## config.mk

```make
export PLATFORM = sky130hd
export DESIGN_NAME = ccip_read_req_arbiter
export DESIGN_NICKNAME = d
export VERILOG_FILES = /design/src/rtl/ccip_arb_pkg.sv /design/src/rtl/rr_arbiter.sv /design/src/rtl/ccip_read_req_arbiter.sv
export SDC_FILE = /design/constraint.sdc
export NUM_CORES = 1
export LEC_CHECK = 0
export ABC_AREA = 1
export BUFFER_PORTS_ARGS = -buffer_cell sky130_fd_sc_hd__buf_2
export CAP_MARGIN = 5
export CORE_AREA = 4 4 530 532
export CTS_BUF_LIST = sky130_fd_sc_hd__clkbuf_8
export DETAILED_ROUTE_END_ITERATION = 7
export DIE_AREA = 0 0 534 536
export GPL_TIMING_DRIVEN = 0
export HOLD_SLACK_MARGIN = 0.02
export SYNTH_ARGS = -nofsm -noshare
export SYNTH_HDL_FRONTEND = slang
export SYNTH_HIERARCHICAL = 1
export SYNTH_SLANG_ARGS = --single-unit
```

## constraint.sdc

```tcl
create_clock -name CLK -period 6.05 [get_ports CLK]
set_clock_uncertainty 0.2 [all_clocks]
set_input_delay 0.3025 -clock CLK [delete_from_list [all_inputs] [get_ports CLK]]
set_output_delay 0.3025 -clock CLK [all_outputs]
set_load 0.02 [all_outputs]
```

## src/rtl/ccip_arb_pkg.sv

```systemverilog
// Shared types and width helpers for the CCI c0 read-request arbiter.
package ccip_arb_pkg;

  // Width of the client id carried in the top bits of host mdata.
  function automatic int unsigned client_bits(input int unsigned n_clients);
    return $clog2(n_clients);
  endfunction

  // Width of a counter that must hold the values 0..max_out inclusive.
  function automatic int unsigned credit_width(input int unsigned max_out);
    return $clog2(max_out + 1);
  endfunction

  localparam int unsigned DefNClients       = 4;
  localparam int unsigned DefMdataWidth     = 16;
  localparam int unsigned DefMaxOutstanding = 128;
  localparam int unsigned DefClientBits     = $clog2(DefNClients);
  localparam int unsigned DefCreditWidth    = $clog2(DefMaxOutstanding + 1);

  // Default-configuration views of the tag fields and the credit counter.
  typedef logic [DefClientBits-1:0]               t_client_id;
  typedef logic [DefMdataWidth-DefClientBits-1:0] t_cl_mdata;
  typedef logic [DefCreditWidth-1:0]              t_credit;

endpackage

```

## src/rtl/rr_arbiter.sv

```systemverilog
// Combinational round-robin arbiter: first requester at or after rr_ptr_i wins.
module rr_arbiter #(
  parameter int unsigned N = 4,
  localparam int unsigned IdxW = $clog2(N)
) (
  input  logic [N-1:0]    req_i,
  input  logic            enable_i,
  input  logic [IdxW-1:0] rr_ptr_i,
  output logic [N-1:0]    grant_o,
  output logic [IdxW-1:0] grant_idx_o
);

  logic [IdxW-1:0] idx;
  logic            found;

  // Scan from the pointer; N is a power of two so the index add wraps naturally.
  always_comb begin
    grant_o     = '0;
    grant_idx_o = '0;
    found       = 1'b0;
    idx         = '0;
    for (int unsigned i = 0; i < N; i++) begin
      idx = rr_ptr_i + IdxW'(i);
      if (enable_i && !found && req_i[idx]) begin
        found        = 1'b1;
        grant_o[idx] = 1'b1;
        grant_idx_o  = idx;
      end
    end
  end

endmodule

```

## src/rtl/ccip_read_req_arbiter.sv

```systemverilog
// Shares the CCI c0 read-request channel among N_CLIENTS requesters, tags mdata with the
// client id, demuxes responses back and enforces almfull plus an outstanding-read limit.
module ccip_read_req_arbiter
  import ccip_arb_pkg::*;
#(
  parameter int unsigned N_CLIENTS       = 4,
  parameter int unsigned ADDR_WIDTH      = 42,
  parameter int unsigned MDATA_WIDTH     = 16,
  parameter int unsigned DATA_WIDTH      = 512,
  parameter int unsigned MAX_OUTSTANDING = 128,
  localparam int unsigned CLIENT_BITS    = client_bits(N_CLIENTS),
  localparam int unsigned ClMdataW       = MDATA_WIDTH - CLIENT_BITS,
  localparam int unsigned CntW           = credit_width(MAX_OUTSTANDING)
) (
  input  logic                           CLK,
  input  logic                           RST_N,
  input  logic [N_CLIENTS-1:0]           cl_req_valid,
  input  logic [N_CLIENTS*ADDR_WIDTH-1:0] cl_req_addr,
  input  logic [N_CLIENTS*ClMdataW-1:0]  cl_req_mdata,
  output logic [N_CLIENTS-1:0]           cl_req_grant,
  output logic                           c0_tx_valid,
  output logic [ADDR_WIDTH-1:0]          c0_tx_addr,
  output logic [MDATA_WIDTH-1:0]         c0_tx_mdata,
  input  logic                           c0_tx_almfull,
  input  logic                           c0_rx_valid,
  input  logic [MDATA_WIDTH-1:0]         c0_rx_mdata,
  input  logic [DATA_WIDTH-1:0]          c0_rx_data,
  output logic [N_CLIENTS-1:0]           cl_rsp_valid,
  output logic [ClMdataW-1:0]            cl_rsp_mdata,
  output logic [DATA_WIDTH-1:0]          cl_rsp_data,
  output logic [CntW-1:0]                outstanding,
  output logic                           err_underflow
);

  logic                   can_issue;
  logic                   gnt_any;
  logic [CLIENT_BITS-1:0] grant_idx;
  logic [CLIENT_BITS-1:0] rx_id;

  logic [CLIENT_BITS-1:0] rr_ptr_q, rr_ptr_d;
  logic                   tx_valid_q, tx_valid_d;
  logic [ADDR_WIDTH-1:0]  tx_addr_q, tx_addr_d;
  logic [MDATA_WIDTH-1:0] tx_mdata_q, tx_mdata_d;
  logic [CntW-1:0]        cnt_q, cnt_d;
  logic                   err_q, err_d;
  logic [N_CLIENTS-1:0]   rsp_valid_q, rsp_valid_d;
  logic [ClMdataW-1:0]    rsp_mdata_q, rsp_mdata_d;
  logic [DATA_WIDTH-1:0]  rsp_data_q, rsp_data_d;

  // Credit check uses the registered count so it can never overshoot the limit.
  assign can_issue = !c0_tx_almfull && (cnt_q < CntW'(MAX_OUTSTANDING));
  assign gnt_any   = |cl_req_grant;
  assign rx_id     = c0_rx_mdata[MDATA_WIDTH-1 -: CLIENT_BITS];

  rr_arbiter #(
    .N(N_CLIENTS)
  ) u_rr_arbiter (
    .req_i      (cl_req_valid),
    .enable_i   (can_issue),
    .rr_ptr_i   (rr_ptr_q),
    .grant_o    (cl_req_grant),
    .grant_idx_o(grant_idx)
  );

  // Issue path, round-robin pointer and outstanding-read accounting.
  always_comb begin
    rr_ptr_d   = rr_ptr_q;
    tx_valid_d = gnt_any;
    tx_addr_d  = tx_addr_q;
    tx_mdata_d = tx_mdata_q;
    cnt_d      = cnt_q;
    err_d      = err_q;
    if (gnt_any) begin
      rr_ptr_d   = grant_idx + CLIENT_BITS'(1);
      tx_addr_d  = cl_req_addr[grant_idx*ADDR_WIDTH +: ADDR_WIDTH];
      tx_mdata_d = {grant_idx, cl_req_mdata[grant_idx*ClMdataW +: ClMdataW]};
    end
    if (c0_rx_valid && (cnt_q == '0)) begin
      err_d = 1'b1;
    end
    case ({gnt_any, c0_rx_valid})
      2'b10:   cnt_d = cnt_q + CntW'(1);
      2'b01:   if (cnt_q != '0) cnt_d = cnt_q - CntW'(1);
      default: cnt_d = cnt_q;
    endcase
  end

  // Response demux: strobe the client named in the top mdata bits, strip the id.
  always_comb begin
    rsp_valid_d = '0;
    rsp_mdata_d = rsp_mdata_q;
    rsp_data_d  = rsp_data_q;
    if (c0_rx_valid) begin
      rsp_valid_d[rx_id] = 1'b1;
      rsp_mdata_d        = c0_rx_mdata[ClMdataW-1:0];
      rsp_data_d         = c0_rx_data;
    end
  end

  // State registers; reset clears everything including in-flight accounting.
  always_ff @(posedge CLK or negedge RST_N) begin
    if (!RST_N) begin
      rr_ptr_q    <= '0;
      tx_valid_q  <= 1'b0;
      tx_addr_q   <= '0;
      tx_mdata_q  <= '0;
      cnt_q       <= '0;
      err_q       <= 1'b0;
      rsp_valid_q <= '0;
      rsp_mdata_q <= '0;
      rsp_data_q  <= '0;
    end else begin
      rr_ptr_q    <= rr_ptr_d;
      tx_valid_q  <= tx_valid_d;
      tx_addr_q   <= tx_addr_d;
      tx_mdata_q  <= tx_mdata_d;
      cnt_q       <= cnt_d;
      err_q       <= err_d;
      rsp_valid_q <= rsp_valid_d;
      rsp_mdata_q <= rsp_mdata_d;
      rsp_data_q  <= rsp_data_d;
    end
  end

  assign c0_tx_valid   = tx_valid_q;
  assign c0_tx_addr    = tx_addr_q;
  assign c0_tx_mdata   = tx_mdata_q;
  assign cl_rsp_valid  = rsp_valid_q;
  assign cl_rsp_mdata  = rsp_mdata_q;
  assign cl_rsp_data   = rsp_data_q;
  assign outstanding   = cnt_q;
  assign err_underflow = err_q;

endmodule
```

==> results.md <==
* Worst-Margin Slew at around 1.1 ns
* Post-Place Cells at around 8.1k
* Vias in the first global route at roughly 36k
* Area grow syn2layout at 112%
* Net load switching power at around 6.9 mW
* Gate power share at between 40% and 50%
* Worst min path class: primary input to flop
* Yosys reg bits at 600
* Postcts setup bufs at 0
* R2R Path Start: rr_ptr_q[0]
* IO Count at about 1.4k
* Initial antenna violation count at 121
* Crit path max fanout at 12
* Hold wc startpoint: c0_rx_data[226]
* Crit Path Class: flop to flop
* Final hold slack at around 0.13 ns
* Syn Nets at ~3.8k
* Warnings, synthesis at 6
* Final ANT Viol Nets at 0
* Worst-path clk slew at approximately 0.070 ns
* Hold Vio Cnt, Final at 0
* Reg2Reg Depth at 18
* Leak Pwr at 26.1 nW
* Fmax achieved at 0.177 GHz
* Internal power at between 9 and 10 mW
* FF/Latch Area at roughly 15000 sq um
* CTS tree: built
* Clock power share at between 20% and 30%
* Max Transition Viols Final at 0
* Die Area at ~290000 sq um
* Reg-to-reg critical path endpoint: c0_tx_mdata[10]
* Global-route wire length before repair at ~330000 um
* Worst VDD drop at ~0.00038 V
* Utilization after layout at about a fifth
* Most common cell after layout, fill and taps aside: nand2_1
* Worst EP arrival at roughly 6.2 ns
* GRT Overall Usage at between 10% and 20%
* Power Density at between 300 and 400 nW/um^2
* Post-DR vias/cell at between 3 and 4
* CTS Root Cell: clkbuf_8
* Global Route met1 Usage at 17.1%
* Avg Cell Area, Syn at just over 8 sq um
* Synth unique cells at 31
* Gr busiest metal: met2
* DRC errors left at 0
* Routability-driven placement congestion ratio at around 1
* Max cap viols at 0
* Slew HR at a little over a quarter
* Clock Tree Buf Depth at 4
* Placed wire-length estimate at 205000 um
* Min-Delay Endpoint: cl_rsp_data[226]
* Largest net degree at the start of global routing at about 110
* Initial Utilization at under 10%
* Routed WL per cell at between 20 and 30 um
* # port buffers at between 1k and 1.5k
* Worst reg-to-reg setup slack at 0.40 ns
* 1st-pass router iterations at 8
* Non-filler cells in the finished layout at between 9k and 10k
* H-tree lvl count at 3
* WP data required at roughly 6.6 ns
* # rows at a little under 200
* Overflow after GRT at 0
* Sw frac at about two fifths
* Outcome: complete, no violations
* Sequential power share at roughly 30%
* Initial drt markers at between 2k and 3k
* Register area share after synthesis at 60.7%
* CTS Buf Count at 124
* Share of cells above drive strength 1 at 28.4%
* Tcrit/Tclk final at ~93%
* Final Net Count at between 6k and 7k
* Met2 Use GR at 26.1%
* Global-route track usage on met3 at 11.0%
* Core Area at 276000 sq um
* Die W at 534 um
* Total wire length at ~250000 um
* CTS Sinks at 600
* Fillers at 30.4k
* # setup viols final at 0
* RSZ-0062 raised after global routing: false
* Detailed-route via count at roughly 35k
* Clk_lat worst skew at between 0.9 and 1 ns
* Multi-input logic area at between 8000 and 9000 sq um
* Die height at 536 um
* Critical path endpoint category: flop
* Most frequent cells in the layout: 1647 x nand2_1, 1444 x buf_2, 1312 x dlygate4sd3_1
* Cells after Synth at about 3k
* Hold Path Depth at 4
* Startpoint types: flop
* Cell area after synthesis at 24700 sq um
* Crit path time final at about 5.6 ns
* Cts repair resizes at 0
-- kinds of logic (layout without fill, tap and decap cells) --
logic type / count (synthesis) / in the layout / share of synthesized area [%]
AOI/OAI and AO/OA: 178 / 178 / 3.96
xor gates and xnor gates: 2 / 2 / 0.0708
adders and majority gates: 8 / 8 / 0.404
buffers and inverters: 204 / 3108 / 3.61
DFF: 600 / 600 / 60.7
other: 0 / 82 / 0
and+or+nand+nor: 2008 / 2008 / 31.3
-- worst max path at each step --
stage                             endpoint  depth (start not counted)         from  slack, ns
after CTS                  c0_tx_mdata[10]                         18  rr_ptr_q[0]       0.47
final                      c0_tx_mdata[10]                         18  rr_ptr_q[0]       0.40
after floorplan             outstanding[4]                         24  rr_ptr_q[0]       2.63
after detailed placement   c0_tx_mdata[10]                         16  rr_ptr_q[0]       1.19
after global routing       c0_tx_mdata[10]                         18  rr_ptr_q[0]       0.15
after global placement    cl_rsp_data[392]                          1        RST_N      -9.91
-- layer usage --
layer	part of all wire [%]	vias up
li1	-	15000
met3	16	777
met5	0.093	-
met1	33	16400
met4	7.6	38
met2	43	2314
-- through the flow --
stage	TNS, ns	instance area, sq um	setup slack, ns	power, mW
after floorplan	0	24700	2.63	7.49
after global placement	-5807.88	36200	-9.91	10.3
after detailed placement	0	36400	1.19	10.3
after CTS	0	52100	0.468	16.6
after global routing	0	52300	0.148	17.4
final	0	52300	0.403	16.6
-- cell type report --
cell class	instances	area share, %
Inverter	33	0.237
Clock buffer	155	4.08
Antenna cell	82	0.392
Tap cell	3705	8.86
Multi-Input combinational cell	2196	16.9
Buffer	171	1.47
Timing Repair Buffer	2681	38.5
Sequential cell	600	28.7
Clock inverter	68	0.872
-- registers in the layout, indices dropped and copies added, names as in the netlist --
register       cells
c0_tx_mdata       16
err_underflow      1
cl_rsp_mdata      14
rr_ptr_q           2
c0_tx_valid        1
cl_rsp_data      512
cl_rsp_valid       4
c0_tx_addr        42
outstanding        8
-- Yosys cell counts (all sizes together) --
cell	number	area share, %
nor2	293	4.6
xor2	2	0.071
dfrtp	600	61
inv	31	0.47
nand2	1656	25
nand3	38	0.87
clkbuf	71	1.1
o21bai	2	0.11
a41oi	1	0.035
clkinv	2	0.030
or2	3	0.076
and2	1	0.025
o21ai	119	2.4
a31oi	56	1.4
buf	100	2.0
nor3	5	0.10
nand3b	2	0.061
nand4	10	0.28
ha	8	0.40
-- critical path, cell delays in order, from the launching register on --
cell	delay, ns
dfrtp_1	0.64
inv_2	0.22
ha_1	0.39
inv_1	0.14
nand3_2	0.16
nand2_1	0.11
inv_2	0.04
nor2_4	0.13
buf_6	0.15
nand3_1	0.07
nand3b_1	0.11
clkbuf_1	0.30
buf_2	0.40
buf_1	0.86
nor2_1	0.13
o21ai_0	0.11
dlygate4sd3_1	0.59
a31oi_1	0.07
dlygate4sd3_1	0.61
-- power groups by stage --
stage                     Combinational (mW)  Sequential (mW)  Clock (mW)
final                                   6.94             4.97        4.69
after CTS                               6.82             4.94        4.82
after global placement                  5.30             4.99           0
after global routing                    7.43             5.02        4.99
after detailed placement                5.31             5.00           0
after floorplan                         1.88             5.61           0
-- timing repair --
action | CTS | global route
setup endpoints to repair | 0 | 0
hold buffers | 1313 | 0
hold endpoints to repair | 968 | 0
Power figures use the tool's default switching activity.
